===== config.mk =====
export PLATFORM = sky130hd
export DESIGN_NAME = control_unit
export DESIGN_NICKNAME = d
export VERILOG_FILES = /design/src/rtl/control_unit.sv
export SDC_FILE = /design/constraint.sdc
export NUM_CORES = 1
export LEC_CHECK = 0
export CORE_MARGIN = 8
export CORE_UTILIZATION = 44
export CTS_CLUSTER_SIZE = 14
export DETAILED_ROUTE_END_ITERATION = 8
export PLACE_DENSITY_LB_ADDON = 0.05
export SLEW_MARGIN = 25
export SYNTH_ARGS = -nofsm -noshare
export SYNTH_HDL_FRONTEND = slang
export SYNTH_SLANG_ARGS = --single-unit

===== constraint.sdc =====
create_clock -name clk -period 3.8 [get_ports clk]
set_clock_uncertainty 0.05 [all_clocks]
set_input_delay 0.57 -clock clk [delete_from_list [all_inputs] [get_ports clk]]
set_output_delay 0.57 -clock clk [all_outputs]
set_load 0.05 [all_outputs]

===== src/rtl/control_unit.sv =====
// control_unit: hardwired Moore control sequencer for a 32-bit datapath.
// Fetch T0..T2, execute T3..T7, plus RESET and HALT states.
// Optional feature macro: CU_MULDIV_EN enables the mul/div sequences; when
// undefined, mul/div decode as nop and MUL, DIV, HIin, LOin stay 0.
module control_unit (
    input  logic        clk,
    input  logic        clear,
    input  logic [31:0] IR,
    input  logic        con_ff,
    output logic        PCout,
    output logic        Zhighout,
    output logic        Zlowout,
    output logic        MDRout,
    output logic        HIout,
    output logic        LOout,
    output logic        Inportout,
    output logic        Cout,
    output logic        BAout,
    output logic        PCin,
    output logic        IRin,
    output logic        MARin,
    output logic        Yin,
    output logic        HIin,
    output logic        LOin,
    output logic        Zin,
    output logic        MDRin,
    output logic        Gra,
    output logic        Grb,
    output logic        Grc,
    output logic        Rin,
    output logic        Rout,
    output logic        read,
    output logic        write,
    output logic        OutPort,
    output logic        CONin,
    output logic        IncPC,
    output logic        AND,
    output logic        OR,
    output logic        ADD,
    output logic        SUB,
    output logic        MUL,
    output logic        DIV,
    output logic        SHR,
    output logic        SHL,
    output logic        ROR,
    output logic        ROL,
    output logic        NEG,
    output logic        NOT,
    output logic        run
);

    localparam int unsigned OP_W   = 5;
    localparam int unsigned STEP_W = 3;

    localparam logic [OP_W-1:0] OP_LD   = 5'b00000;
    localparam logic [OP_W-1:0] OP_LDI  = 5'b00001;
    localparam logic [OP_W-1:0] OP_ST   = 5'b00010;
    localparam logic [OP_W-1:0] OP_ADD  = 5'b00011;
    localparam logic [OP_W-1:0] OP_SUB  = 5'b00100;
    localparam logic [OP_W-1:0] OP_AND  = 5'b00101;
    localparam logic [OP_W-1:0] OP_OR   = 5'b00110;
    localparam logic [OP_W-1:0] OP_SHR  = 5'b00111;
    localparam logic [OP_W-1:0] OP_SHL  = 5'b01000;
    localparam logic [OP_W-1:0] OP_ROR  = 5'b01001;
    localparam logic [OP_W-1:0] OP_ROL  = 5'b01010;
    localparam logic [OP_W-1:0] OP_ADDI = 5'b01011;
    localparam logic [OP_W-1:0] OP_ANDI = 5'b01100;
    localparam logic [OP_W-1:0] OP_ORI  = 5'b01101;
    localparam logic [OP_W-1:0] OP_MUL  = 5'b01110;
    localparam logic [OP_W-1:0] OP_DIV  = 5'b01111;
    localparam logic [OP_W-1:0] OP_NEG  = 5'b10000;
    localparam logic [OP_W-1:0] OP_NOT  = 5'b10001;
    localparam logic [OP_W-1:0] OP_BR   = 5'b10010;
    localparam logic [OP_W-1:0] OP_JR   = 5'b10011;
    localparam logic [OP_W-1:0] OP_IN   = 5'b10101;
    localparam logic [OP_W-1:0] OP_OUT  = 5'b10110;
    localparam logic [OP_W-1:0] OP_MFHI = 5'b10111;
    localparam logic [OP_W-1:0] OP_MFLO = 5'b11000;
    localparam logic [OP_W-1:0] OP_NOP  = 5'b11001;
    localparam logic [OP_W-1:0] OP_HALT = 5'b11010;

    // Low three bits of the T-states equal the step number.
    typedef enum logic [3:0] {
        T0    = 4'd0,
        T1    = 4'd1,
        T2    = 4'd2,
        T3    = 4'd3,
        T4    = 4'd4,
        T5    = 4'd5,
        T6    = 4'd6,
        T7    = 4'd7,
        RESET = 4'd8,
        HALT  = 4'd9
    } state_t;

    state_t            state;
    state_t            next_state;
    logic [OP_W-1:0]   ir_op;
    logic [3:0]        state_bits;
    logic [STEP_W-1:0] live_last;
    logic [STEP_W-1:0] held_last;
    logic              unused_ir;

    assign state_bits = state;
    assign unused_ir  = ^IR[26:0];

    // Final execute step of an opcode: 0 = halt/undefined, 2 = ends after fetch.
    function automatic logic [STEP_W-1:0] last_step(input logic [OP_W-1:0] op);
        case (op)
            OP_LD, OP_ST:                               last_step = 3'd7;
            OP_LDI, OP_ADD, OP_SUB, OP_AND, OP_OR,
            OP_SHR, OP_SHL, OP_ROR, OP_ROL,
            OP_ADDI, OP_ANDI, OP_ORI:                   last_step = 3'd5;
`ifdef CU_MULDIV_EN
            OP_MUL, OP_DIV:                             last_step = 3'd6;
`else
            OP_MUL, OP_DIV:                             last_step = 3'd2;
`endif
            OP_NEG, OP_NOT:                             last_step = 3'd4;
            OP_BR:                                      last_step = 3'd6;
            OP_JR, OP_IN, OP_OUT, OP_MFHI, OP_MFLO:     last_step = 3'd3;
            OP_NOP:                                     last_step = 3'd2;
            OP_HALT:                                    last_step = 3'd0;
            default:                                    last_step = 3'd0;
        endcase
    endfunction

    // State register with synchronous clear.
    always_ff @(posedge clk) begin
        if (clear) begin
            state <= RESET;
        end else begin
            state <= next_state;
        end
    end

    // Opcode captured as the instruction is loaded at T2.
    always_ff @(posedge clk) begin
        if (clear) begin
            ir_op <= '0;
        end else if (state == T2) begin
            ir_op <= IR[31:27];
        end
    end

    // Next-state logic: fetch sequence, then step until the opcode's last step.
    always_comb begin
        next_state = state;
        live_last  = last_step(IR[31:27]);
        held_last  = last_step(ir_op);
        case (state)
            RESET: next_state = T0;
            T0:    next_state = T1;
            T1:    next_state = T2;
            T2: begin
                if (live_last == 3'd0) begin
                    next_state = HALT;
                end else if (live_last == 3'd2) begin
                    next_state = T0;
                end else begin
                    next_state = T3;
                end
            end
            T3, T4, T5, T6, T7: begin
                if (state_bits[2:0] >= held_last) begin
                    next_state = T0;
                end else begin
                    next_state = state_t'(state_bits + 4'd1);
                end
            end
            HALT:    next_state = HALT;
            default: next_state = RESET;
        endcase
    end

    // Output decode from the state register and latched opcode.
    always_comb begin
        {PCout, Zhighout, Zlowout, MDRout, HIout, LOout, Inportout, Cout, BAout,
         PCin, IRin, MARin, Yin, HIin, LOin, Zin, MDRin, Gra, Grb, Grc, Rin, Rout,
         read, write, OutPort, CONin, IncPC, AND, OR, ADD, SUB, MUL, DIV, SHR,
         SHL, ROR, ROL, NEG, NOT} = '0;
        run = (state != RESET) && (state != HALT);
        case (state)
            T0: begin
                PCout = 1'b1; MARin = 1'b1; IncPC = 1'b1; Zin = 1'b1;
            end
            T1: begin
                Zlowout = 1'b1; PCin = 1'b1; read = 1'b1; MDRin = 1'b1;
            end
            T2: begin
                MDRout = 1'b1; IRin = 1'b1;
            end
            T3: begin
                case (ir_op)
                    OP_ADD, OP_SUB, OP_AND, OP_OR, OP_SHR, OP_SHL, OP_ROR, OP_ROL,
                    OP_ADDI, OP_ANDI, OP_ORI: begin
                        Grb = 1'b1; Rout = 1'b1; Yin = 1'b1;
                    end
                    OP_LDI, OP_LD, OP_ST: begin
                        Grb = 1'b1; BAout = 1'b1; Yin = 1'b1;
                    end
                    OP_NEG: begin Grb = 1'b1; Rout = 1'b1; NEG = 1'b1; Zin = 1'b1; end
                    OP_NOT: begin Grb = 1'b1; Rout = 1'b1; NOT = 1'b1; Zin = 1'b1; end
`ifdef CU_MULDIV_EN
                    OP_MUL, OP_DIV: begin Gra = 1'b1; Rout = 1'b1; Yin = 1'b1; end
`endif
                    OP_BR:   begin Gra = 1'b1; Rout = 1'b1; CONin = 1'b1; end
                    OP_JR:   begin Gra = 1'b1; Rout = 1'b1; PCin = 1'b1; end
                    OP_IN:   begin Inportout = 1'b1; Gra = 1'b1; Rin = 1'b1; end
                    OP_OUT:  begin Gra = 1'b1; Rout = 1'b1; OutPort = 1'b1; end
                    OP_MFHI: begin HIout = 1'b1; Gra = 1'b1; Rin = 1'b1; end
                    OP_MFLO: begin LOout = 1'b1; Gra = 1'b1; Rin = 1'b1; end
                    default: ;
                endcase
            end
            T4: begin
                case (ir_op)
                    OP_ADD, OP_SUB, OP_AND, OP_OR, OP_SHR, OP_SHL, OP_ROR, OP_ROL: begin
                        Grc = 1'b1; Rout = 1'b1; Zin = 1'b1;
                    end
                    OP_ADDI, OP_ANDI, OP_ORI, OP_LDI, OP_LD, OP_ST: begin
                        Cout = 1'b1; Zin = 1'b1;
                    end
                    OP_NEG, OP_NOT: begin Zlowout = 1'b1; Gra = 1'b1; Rin = 1'b1; end
`ifdef CU_MULDIV_EN
                    OP_MUL, OP_DIV: begin Grb = 1'b1; Rout = 1'b1; Zin = 1'b1; end
`endif
                    OP_BR:   begin PCout = 1'b1; Yin = 1'b1; end
                    default: ;
                endcase
                // ALU operation select for the T4 compute step
                case (ir_op)
                    OP_ADD, OP_ADDI, OP_LDI, OP_LD, OP_ST: ADD = 1'b1;
                    OP_SUB:          SUB = 1'b1;
                    OP_AND, OP_ANDI: AND = 1'b1;
                    OP_OR, OP_ORI:   OR  = 1'b1;
                    OP_SHR:          SHR = 1'b1;
                    OP_SHL:          SHL = 1'b1;
                    OP_ROR:          ROR = 1'b1;
                    OP_ROL:          ROL = 1'b1;
`ifdef CU_MULDIV_EN
                    OP_MUL:          MUL = 1'b1;
                    OP_DIV:          DIV = 1'b1;
`endif
                    default: ;
                endcase
            end
            T5: begin
                case (ir_op)
                    OP_ADD, OP_SUB, OP_AND, OP_OR, OP_SHR, OP_SHL, OP_ROR, OP_ROL,
                    OP_ADDI, OP_ANDI, OP_ORI, OP_LDI: begin
                        Zlowout = 1'b1; Gra = 1'b1; Rin = 1'b1;
                    end
                    OP_LD, OP_ST: begin Zlowout = 1'b1; MARin = 1'b1; end
`ifdef CU_MULDIV_EN
                    OP_MUL, OP_DIV: begin Zlowout = 1'b1; LOin = 1'b1; end
`endif
                    OP_BR:   begin Cout = 1'b1; ADD = 1'b1; Zin = 1'b1; end
                    default: ;
                endcase
            end
            T6: begin
                case (ir_op)
                    OP_LD: begin read = 1'b1; MDRin = 1'b1; end
                    OP_ST: begin Gra = 1'b1; Rout = 1'b1; MDRin = 1'b1; end
`ifdef CU_MULDIV_EN
                    OP_MUL, OP_DIV: begin Zhighout = 1'b1; HIin = 1'b1; end
`endif
                    OP_BR: begin Zlowout = 1'b1; PCin = con_ff; end
                    default: ;
                endcase
            end
            T7: begin
                case (ir_op)
                    OP_LD:   begin MDRout = 1'b1; Gra = 1'b1; Rin = 1'b1; end
                    OP_ST:   write = 1'b1;
                    default: ;
                endcase
            end
            default: ;
        endcase
    end

endmodule


### Word-level counts from Yosys, hierarchy flattened

Memory sizes are Yosys's and may differ from the RTL's. A register that Yosys moved wholly into a read port is not among the register bits.
Index checks and enable logic that the tools add are counted.
Widths: inputs -> output; s select.

* output and inout port bits: 40
* memory bits (writable): 0
* bits in latches: 0
* memories kept: 2
* register bits: 9
* ROM bits: 192

Memories
* (no name shown): words 32, bits a word 3, read ports 1, clocked after memory_dff 0, wr ports 0, RTL line 109 `case (op)`
* (no name shown): words 32, bits a word 3, read ports 1, clocked after memory_dff 1, wr ports 0, RTL line 109

* multiply operators: 0
* $add $sub $neg: 1
* $lt $le $gt $ge: 1
* equal/unequal tests: 33
* mux-type cells: 70
* bitwise gates (word level): 0
* shifts and indexed selects: 0
* divide/modulo/power cells: 0
* reductions and logical operators: 19

Operators with widths (number)
* $mux 1: 50
* $eq 5x5->1 const B: 8
* $reduce_or 16->1: 2
* $eq 5x4->1 const B: 6
* $pmux 4 s6: 1
* $eq 5x3->1 const B: 4
* $eq 4x3->1 const B: 4
* $pmux 1 s2: 8
* $reduce_or 14->1: 1
* $pmux 1 s4: 3
* $reduce_or 12->1: 1
* $reduce_or 6->1: 2
* $eq 5x2->1 const B: 2
* $mux 5: 2
* $reduce_or 5->1: 2
* $eq 4x2->1 const B: 2
* $eq 4x4->1 const B: 2
* $mux 4: 2
* $ne 4x4->1 const B: 2
* $reduce_or 2->1: 4
* $reduce_or 8->1: 1
* $pmux 1 s3: 2
* $reduce_or 3->1: 2
* $eq 5x1->1 const B: 1
* 10 further kinds: 10

### Depth between registers and ports, before layout

An unclocked memory read counts as a cell.

* depth in word-level cells: 5
* depth in mapped cells: 9
* depth with buffers taken out: 7

### Least setup slack after synthesis

No wires, ideal clock.

* kind: flip-flop to output port
* start point: register state[0]
* end point: output Rout
* cell stages (with the launch flop): 7
* arrival: 2.288 ns
* slack: 0.892 ns
* cells stage by stage: dfxtp_1 inv_1 ha_1 nand2b_1 nor3_1 a32oi_1 o21ai_0

* word-level cells in the longest chain between the ends: 2
* elaborated cells between the ends (all ways): 4
* those cells by class: 3 x eq/ne; 1 x mux

RTL lines
* start: declaration: RTL line 96 `state_t state;`
* start signal: assignment: RTL line 133 `state <= next_state;`
* $eq 4x3->1 / $eq 4x2->1 (equally long branches): RTL line 183 `case (state)`
* $pmux 1 s3 (*): RTL line 183
* end: declaration: RTL line 31 `output logic Rout,`

Every way passes the cells marked *; elsewhere a longest branch is shown, timed or not.

### Final worst setup path

* start point: register ir_op[3]
* end point: output Gra

* word-level cells in the longest chain between the ends: 4
* elaborated cells between the ends (all ways): 31
* those cells by class: 21 x eq/ne; 6 x mux; 4 x reduce/logical

RTL lines
* start: declaration: RTL line 98 `logic [OP_W-1:0] ir_op;`
* start signal: assignment: RTL line 142 `ir_op <= IR[31:27];`
* $eq 5x2->1, or another cell as far along: RTL line 249 `case (ir_op)`
* $reduce_or 12->1, or another cell as far along
* $mux 1 (on tied branches): RTL line 249, 194, 217
* $pmux 1 s5 (*): RTL line 183
* end: declaration: RTL line 27 `output logic Gra,`

Marked as above.

==> results.toml <==
[route]
firstDrtPassIters = 4
wl_um = 4590
drt_iter0_markers = 154
vias_per_cell = 5.65
vias = 1729
ant_nets = 0
drc_errors = 0
wire_per_inst_um = 15.0

[clock_network]
clockRootBuffer = "clkbuf_4"
post_cts_buffers = 0
clk_path_buf_depth = 2
cts_buffers = 3
cts_sinks = 12
clkTransAtPathRegs_ps = 80
hold_buffers = 0
cts.repair.resized = 0
cts_tree = "built"
h-tree-depth = 1
clkLatencyLatePin_ps = 280

[power_and_ir_drop]
power_frac_clock_pct = 13.7
pwr-share-comb_pct = 63.2
p_int_uw = 362
p_leak_nw = 0.709
p_sw_uw = 394
power_uw = 756
swShare_pct = 52.1
power_density_mw_per_mm2 = 390
pwr-share-seq_pct = 23.1
max-vdd-ir-drop_v = 0.000232

[job]
cap_violations = 0

[synthesis]
synth_cells = 230
synth_area_per_cell_um2 = 6.54
synth_ff_type = "dfxtp_1"
synth_seq_cells = 12
netlist_area_mm2 = 0.00151
async_flop_share_pct = 0
synth_edf_count = 0
ys_seq_area_share_pct = 16.0
ys_types = 49
yosysWarnings = 0

[hold_path]
worstHoldStart = "state[0]"
hp-class = "register to register"
hold_path_depth = 1

[sta]
timing.final.crit_share_pct = 87.9
slew_viol_final = 0
rsz0062_at_grt = "no"
fin_ws_ps = 460
setup_viol = 0
totalNegativeSetupSlack_ps = 0
post-route-min-period_ps = 3340
relSlewSlack_pct = 54.4
hold_violations = 0
clock.fmax_mhz = 299
tightest_slew_ps = 683

[global_route]
grt_pass1_wl_um = 7310
use_met3_pct = 4.31
antenna_found_initial = 0
grt_overflow = 0
first_global_vias = 1538
grt_max_degree = 20
busiest_layer = "met2"
globalRouteMet1Util_pct = 20.9
use_met2_pct = 27.0
grt.total_usage_pct = 16.4

[cells_and_area]
area_delta_synth_final_pct = 28.8
layout-drive-gt1-share_pct = 6.15
finalNetCount = 303
final_util_pct = 58.6
antenna_cells = 0
stdcell_area_mm2 = 0.00194

[critical_path]
crit_start = "ir_op[3]"
r2r_start = "state[0]"
required_ps = 3180
cp_max_fo = 19
critPathKind = "register to output pin"
reg2reg_depth = 8
worstPathArrival_ps = 2720
endpoint_kind = "output pin"
crit_path_start_kind = "register"

[floorplan]
die_h_um = 74.5
rows = 21
fp.dieW_um = 74.5
core_mm2 = 0.00331
fp.dieArea_mm2 = 0.00555
ios = 75
start_util_pct = 45.5

[place]
hpwl_um = 3520
gp_congestion = 0.822
placed_cell_area_mm2 = 0.00190
post-place-ws_ps = 790
io_buffers = 42

[outcome]
status = "finished clean"
[flip-flops by register name (all words and copies together), names as in the netlist]
name / flops
state: 4
held_last: 3
ir_op: 5
[final timing paths]
kind / to / slack, ps
max: Gra / 460
min: state[0] / 490
min reg2reg: state[0] / 490
max reg2reg: held_last[1] / 1560
[placed cells by master, fill, tap and decap left out, types with 3 or more instances in the layout]
master / instances
a41oi_1: 3
nand3b_1: 3
nand3_1: 12
nand2_1: 29
nor2_1: 25
a21o_1: 3
nor2b_1: 6
nor3_1: 10
clkdlybuf4s50_1: 42
nand4_1: 6
o21ai_0: 10
a21oi_1: 14
clkbuf_4: 3
a31oi_1: 3
conb_1: 5
inv_1: 9
and3_1: 6
or3_1: 3
nand2b_1: 6
o22ai_1: 5
dfxtp_1: 12
buf_4: 6
ha_1: 7
[synth_stat cells (2+ instances only)]
cell type   n  share of area [%]
dfxtp_1    12                 16
buf_4       6                3.0
nand2b_1    6                2.5
a21oi_1    14                4.7
nor3_1     10                3.3
nand4_1     6                2.5
and3_1      6                2.5
a31oi_1     3                1.2
o21ai_0    10                3.3
o31ai_1     2                1.0
nor4_1      2               0.83
and2_1      2               0.83
o211ai_1    2                1.0
nor2_1     25                6.2
a22o_1      2                1.2
nor2b_1     6                2.5
a21o_1      3                1.5
xnor2_1     2                1.2
nand3_1    12                4.0
inv_1       9                2.2
ha_1        7                5.8
a41oi_1     3                1.7
nand3b_1    3                1.5
clkbuf_1   17                4.2
nand2_1    29                7.2
or3_1       3                1.2
o22ai_1     5                2.1
a32oi_1     2                1.2
[layout make-up]
type	count	area, um^2
clock buffer	4	36.3
fill	355	1370
inverter	10	42.5
multi-input combinational	186	1100
sequential	12	240
tap	46	57.6
timing repair buffer	48	465
[metal layers]
layer  vias up  share of wire (%)
li1        881                  -
met2        61                 45
met4         0               0.41
met1       782                 47
met3         5                8.0
met5         -                  0
[kinds of logic after synthesis]
| kind of cell | after synthesis | share of synthesized area [%] |
|---|---|---|
| mux | 1 | 1.50 |
| buf+inv | 36 | 12.1 |
| other cells | 1 | 0.249 |
| simple gates | 116 | 38.7 |
| compound gates | 55 | 24.5 |
| fa+ha+maj | 7 | 5.82 |
| flops | 12 | 16.0 |
| xor+xnor | 2 | 1.16 |
[power groups by stage]
stage               combinational, mW  clock (mW)  sequential (mW)
CTS                             0.477       0.106            0.174
detailed placement              0.473           0            0.178
global placement                0.471           0            0.178
finish                          0.478       0.104            0.175
global route                    0.505       0.110            0.180
floorplan                       0.360           0            0.155
[per-stage QoR]
step                      hold WS, ps  instances
after floorplan                   438        234
after CTS                         488        306
after global routing              536        306
final                             494        306
after detailed placement          476        302
after global placement            471        302
[worst max-delay path, stage by stage (launching register included)]
cell,delay (ps)
dfxtp_1,770
a31oi_1,300
and3_1,240
o21ai_0,270
nand4_1,140
clkdlybuf4s50_1,720
No activity file was read; power rests on OpenSTA's default activity.
